### src/rtl/onehot_decoder_seq.sv
// Registered address-to-one-hot decoder with an index register and four modes:
// hold, single-cycle pulse, scan-up and scan-down.
module onehot_decoder_seq #(
    parameter int ADDR_W  = 3,
    parameter int NUM_OUT = 8
) (
    input  logic               clk,
    input  logic               rst_n,
    input  logic               enable,
    input  logic               load,
    input  logic               step,
    input  logic [1:0]         mode,
    input  logic [ADDR_W-1:0]  address,
    output logic [NUM_OUT-1:0] out,
    output logic [ADDR_W-1:0]  index,
    output logic               active,
    output logic               wrap,
    output logic               err
);

    typedef enum logic [1:0] {
        MODE_HOLD      = 2'b00,
        MODE_PULSE     = 2'b01,
        MODE_SCAN_UP   = 2'b10,
        MODE_SCAN_DOWN = 2'b11
    } mode_t;

    localparam logic [ADDR_W-1:0] LAST_IDX = ADDR_W'(NUM_OUT - 1);

    mode_t               mode_s;
    logic                addr_ok;
    logic                was_pulse;
    logic [ADDR_W-1:0]   index_n;
    logic                active_n;
    logic                wrap_n;
    logic                err_n;
    logic [NUM_OUT-1:0]  out_n;

    assign mode_s  = mode_t'(mode);
    assign addr_ok = (int'(address) < NUM_OUT);

    always_comb begin
        index_n  = index;
        active_n = active;
        wrap_n   = 1'b0;
        err_n    = 1'b0;
        if (!enable) begin
            active_n = 1'b0;
        end else if (load) begin
            if (addr_ok) begin
                index_n  = address;
                active_n = 1'b1;
            end else begin
                err_n = 1'b1;
            end
        end else begin
            case (mode_s)
                // A pulse left over from PULSE mode must not be latched by HOLD.
                MODE_HOLD:  if (was_pulse) active_n = 1'b0;
                MODE_PULSE: active_n = 1'b0;
                MODE_SCAN_UP: begin
                    active_n = 1'b1;
                    if (step) begin
                        if (index == LAST_IDX) begin
                            index_n = '0;
                            wrap_n  = 1'b1;
                        end else begin
                            index_n = index + ADDR_W'(1);
                        end
                    end
                end
                MODE_SCAN_DOWN: begin
                    active_n = 1'b1;
                    if (step) begin
                        if (index == '0) begin
                            index_n = LAST_IDX;
                            wrap_n  = 1'b1;
                        end else begin
                            index_n = index - ADDR_W'(1);
                        end
                    end
                end
                default: ;
            endcase
        end
    end

    always_comb begin
        out_n = '0;
        for (int i = 0; i < NUM_OUT; i++) begin
            out_n[i] = active_n && (index_n == ADDR_W'(i));
        end
    end

    always_ff @(posedge clk or negedge rst_n) begin
        if (!rst_n) begin
            index     <= '0;
            active    <= 1'b0;
            wrap      <= 1'b0;
            err       <= 1'b0;
            out       <= '0;
            was_pulse <= 1'b0;
        end else begin
            index     <= index_n;
            active    <= active_n;
            wrap      <= wrap_n;
            err       <= err_n;
            out       <= out_n;
            was_pulse <= (mode_s == MODE_PULSE);
        end
    end

endmodule

### config.mk
export PLATFORM = sky130hd
export DESIGN_NAME = onehot_decoder_seq
export DESIGN_NICKNAME = d
export VERILOG_FILES = /design/src/rtl/onehot_decoder_seq.sv
export SDC_FILE = /design/constraint.sdc
export NUM_CORES = 1
export LEC_CHECK = 0
export BUFFER_PORTS_ARGS = -buffer_cell sky130_fd_sc_hd__clkbuf_2
export CORE_MARGIN = 2
export CORE_UTILIZATION = 45
export DETAILED_ROUTE_END_ITERATION = 12
export GPL_TIMING_DRIVEN = 1
export PLACE_DENSITY = 0.71
export SYNTH_ARGS = -nofsm -noshare
export SYNTH_HDL_FRONTEND = slang
export SYNTH_SLANG_ARGS = --single-unit
### constraint.sdc
create_clock -name clk -period 2.5 [get_ports clk]
set_clock_uncertainty 0.2 [all_clocks]
set_input_delay 0.25 -clock clk [delete_from_list [all_inputs] [get_ports clk]]
set_output_delay 0.25 -clock clk [all_outputs]
set_load 0.01 [all_outputs]
Yosys cells after proc, flatten, opt, wreduce, memory -nomap -nowiden
Cells that the tools add are included.

Reduce and logical (&&, ||, !) cells: 12. Add/subtract/negate cells: 2. Eq/ne operators: 11. Muxes and demuxes: 18.

Operators with widths (number): $mux W3 (6); $eq A3 B3 Y1 const B (5); $mux W1 (9); $logic_and A1 B1 Y1 (8); $eq A3 B2 Y1 const B (2); $logic_not A3 Y1 (2); $pmux W3 S2 (1); $eq A2 B2 Y1 const B (2); $add A3 B1 Y3 const B (1); $eq A3 B1 Y1 const B (1); $pmux W1 S3 (1); $sub A3 B1 Y3 const B (1); $eq A2 B1 Y1 const B (1); $logic_not A2 Y1 (1); $pmux W1 S2 (1); $reduce_or A2 Y1 (1).

Input bits: 10. Output and inout port bits: 14. Logic and storage cells: 48. Flip-flop bits (word level): 14.

Logic depth before layout (Yosys ltp)
Depth in word-level cells: 8. Depth in mapped cells: 6. Mapped depth without buffers: 6.

Worst setup path before layout
Ideal clock, no wire load.

Kind: reg-to-reg. Start point: reg index[1]. End point: reg out[6]. Library setup time: 0.148 ns. Clock period less this slack: 1.963 ns. Slack: 0.537 ns. Required time: 2.152 ns. Stages on the path, launching flop included: 7. Buffers on the path: 0. Data arrival time: 1.616 ns. Path through: dfrtp_1 > inv_1 > ha_1 > nor2b_1 > o221a_2 > o21ai_0 > a211oi_1.

Word-level cells in the longest chain between the ends: 8. Elaborated cells between the ends (all ways): 13. Classes of those cells: add/sub (2); eq/ne (2); mux (7); reduce/logical (2).

RTL lines: start, declared (RTL line 15) `output logic [ADDR_W-1:0] index,`; start signal, assigned (RTL line 104) `index <= index_n;`; $sub A3 B1 Y3, or another cell as far along (RTL line 79) `index_n = index - ADDR_W'(1);`; $mux W3 (on tied branches) (RTL line 75, 64); $mux W3 (on tied branches) (RTL line 74, 63); $pmux W3 S2 (RTL line 57) `case (mode_s)`; $mux W3 (RTL line 49) `end else if (load) begin`; $mux W3 * (RTL line 47) `if (!enable) begin`; $eq A3 B3 Y1 * (RTL line 91) `out_n[i] = active_n && (index_n == ADDR_W'(i));`; $logic_and A1 B1 Y1 * (RTL line 91); via out_n[6] (RTL line 37) `logic [NUM_OUT-1:0] out_n;`; end signal, assigned (RTL line 108) `out <= out_n;`; end, declared (RTL line 14) `output logic [NUM_OUT-1:0] out,`.

The timed path passes the listed nets; every way through them passes the cells marked *.

Worst setup path after layout
Start point: reg index[1]. End point: reg out[1].

Word-level cells in the longest chain between the ends: 8. Elaborated cells between the ends (all ways): 13. Classes of those cells: add/sub (2); eq/ne (2); mux (7); reduce/logical (2).

RTL lines (RTL line): $sub A3 B1 Y3, or another cell as far along (79); $mux W3 (on tied branches) (75, 64); $mux W3 (on tied branches) (74, 63); $pmux W3 S2 (57); $mux W3 (49); $mux W3 * (47); $eq A3 B1 Y1 * (91); $logic_and A1 B1 Y1 * (91); via out_n[1] (37).

Marks and branches as above.

==> results.sh <==
export IMPL_critPathLaunch="index[1]"
export IMPL_synth_compound_area_share=0.208
export IMPL_syn_to_final_growth_pct=20.8
export IMPL_syn_area_per_cell_sq_um=10.1
export IMPL_dp_cells=111
export IMPL_fmax_mhz=471
export IMPL_slew_headroom=0.661
export IMPL_grt_max_degree=15
export IMPL_synth_xor_area_frac=0
export IMPL_stdcell_count=116
export IMPL_hp_class="in2reg"
export IMPL_clock_path_buffers=2
export IMPL_synth_area_top_cells="dfrtp_1 (46%), ha_1 (6.5%), nand2_1 (3.9%)"
export IMPL_synthDistinctLibCells=33
export IMPL_post_cts_buffers=0
export IMPL_setup_viol=0
export IMPL_maxSlewViolCount=0
export IMPL_routed_wl_um=1680
export IMPL_fillerInstances=149
export IMPL_synth_top_area_share=0.458
export IMPL_grt_pass1_vias=614
export IMPL_period_share=0.848
export IMPL_die_h_um=45.3
export IMPL_ys_top_cells_by_count="dfrtp_1 (14), nand2_1 (8), a21oi_1 (5), ha_1 (4), inv_1 (4)"
export IMPL_drive_above_1_share=0.340
export IMPL_cp_max_fo=6
export IMPL_yosysMostFrequentCell="dfrtp_1"
export IMPL_synth_area_mux_share=0
export IMPL_via_per_inst=5.52
export IMPL_synth_main_ff_cell="dfrtp_1"
export IMPL_antenna_found_initial=0
export IMPL_start_util=0.491
export IMPL_io_pins=24
export IMPL_grt_setup_unrepaired="false"
export IMPL_yosys_warnings=0
export IMPL_syn_nets=90
export IMPL_max_cap_viol_count=0
export IMPL_rr_endpoint="out[1]"
export IMPL_rrSetupSlack_ps=380
export IMPL_synthCells=76
export IMPL_path_class="reg2reg"
export IMPL_grt_total_usage=0.192
export IMPL_antenna_cells=0
export IMPL_dpl_hpwl_um=1280
export IMPL_dr_first_iter_drc_count=11
export IMPL_clkSinkCount=14
export IMPL_yosysSeqAreaShare=0.458
export IMPL_numCtsBuffers=3
export IMPL_grt_overflow_total=0
export IMPL_synthSimpleGateAreaFrac=0.222
export IMPL_multiInputGateArea_sq_um=383
export IMPL_ys_ff_latch=14
export IMPL_critPathArrivalTime_ps=2100
export IMPL_yosys_area_top_type="dfrtp_1"
export IMPL_numPortBuffers=22
export IMPL_ir_worst_vdd_uv=490
export IMPL_utilization=0.593
export IMPL_synthArstFlopShare=1.00
export IMPL_postRouteAntennaNets=0
export IMPL_cts_resized_gates=0
export IMPL_worst_pin_slew_ps=503
export IMPL_hold_viol_final=0
export IMPL_route_detailed_drc=0
export IMPL_core_sq_um=1560
export IMPL_synth_top_family_by_area="simple AND/OR/NAND/NOR gates"
export IMPL_die_area_sq_um=2050
export IMPL_status="finished clean"
export IMPL_path_clk_slew_ps=80
export IMPL_synth_edf_count=0
export IMPL_finalCriticalPeriod_ps=2120
export IMPL_clock_latency_ps=270
export IMPL_grt_pass1_wl_um=2720
export IMPL_cts_tree="yes"
export IMPL_register_area_sq_um=350
export IMPL_setup_tns_ps=0
export IMPL_p_leak_nw=0.487
export IMPL_critPathRequiredTime_ps=2480
export IMPL_synth_fa_ha_area_frac=0.0654
export IMPL_die_w_um=45.3
export IMPL_rows=14
export IMPL_cts_max_level=1
export IMPL_syn_area_sq_um=766
export IMPL_whs_path_depth=2
export IMPL_crit_end="out[1]"
export IMPL_vias=640
export IMPL_critPathCaptureType="flip-flop"
export IMPL_reg2reg_from="index[1]"
export IMPL_p_per_area_nw_per_um2=595
export IMPL_globalplace_congestion=0.908
export IMPL_rr_worst_depth=6
export IMPL_nets=115
export IMPL_wl_per_cell_um=14.5
export IMPL_critPathLaunchType="flip-flop"
export IMPL_drtPass1Iterations=4
export IMPL_cts_root_buf="clkbuf_4"
## flip-flops by register name, summed over array words and instances, names as in the netlist
register,flops
active,1
index,3
out,8
was_pulse,1
wrap,1
## through the flow
step / cell area, sq um / hold WS, ps / setup slack, ps / power, mW
6_report: 925 / 84.3 / 379 / 0.551
3_5_place_dp: 878 / -27.2 / 420 / 0.395
5_1_grt: 925 / 67.9 / 270 / 0.591
3_3_place_gp: 878 / -35.3 / 375 / 0.393
2_1_floorplan: 766 / -246 / 537 / 0.347
4_1_cts: 925 / 84.8 / 399 / 0.557
## cells in the final DEF, fill, tap and decap left out, types with 2 or more instances in the layout
cell type,netlist,layout
nor4_1,2,2
a21o_1,2,2
nor3_1,3,3
ha_1,4,4
a21oi_1,5,5
a211oi_1,2,2
o21ai_0,3,3
nand2_1,8,8
dfrtp_1,14,14
nor3b_1,2,2
clkbuf_4,0,3
nand3_1,3,3
nor2_1,3,3
clkbuf_2,0,22
inv_1,4,4
## worst min path at each step
stage                        from         to  slack (ps)
after floorplan             rst_n     active        -250
after global placement      rst_n       wrap         -40
after detailed placement    rst_n  was_pulse         -30
after CTS                 mode[0]  was_pulse          80
after global routing      mode[0]  was_pulse          70
final                     mode[0]  was_pulse          80
## cells by family (layout without fill, tap and decap cells)
kind of cell | Yosys count | in the layout
AO/OA/AOI/OAI | 22 | 22
adder cells (fa/ha/maj) | 4 | 4
buffers and inverters | 7 | 31
flip-flops | 14 | 14
other | 1 | 1
AND/OR/NAND/NOR | 28 | 28
## area by class of cell
| cell class | instances | area share |
|---|---|---|
| Multi-Input combinational cell | 55 | 0.414 |
| Sequential cell | 14 | 0.379 |
| Timing Repair Buffer | 23 | 0.130 |
| Clock buffer | 4 | 0.0392 |
| Tap cell | 16 | 0.0217 |
| Inverter | 4 | 0.0162 |
## critical path, cell delays in order (launching register included)
cell      delay [ps]
dfrtp_1          430
ha_1             200
ha_1             270
or2_2            270
a21oi_1          210
o221ai_1         210
nor3_1           230
## what timing repair did
item / in CTS / in global routing
hold buffers: 1 / 0
endpoints found under the setup margin: 0 / 0
hold endpoints to repair: 14 / 0
## power breakdown
part	internal [mW]	total [mW]	switching [mW]
registers	0.242	0.254	0.0112
logic	0.0588	0.140	0.0808
clock network	0.0885	0.157	0.0688
## layer usage
metal	routed length [um]	GRT usage	vias to the layer above
li1	-	-	325
met4	25	0.0882	0
met3	82	0.0840	4
met1	747	0.229	294
met2	822	0.297	17
met5	0	0	-
Power figures use the tool's default switching activity.
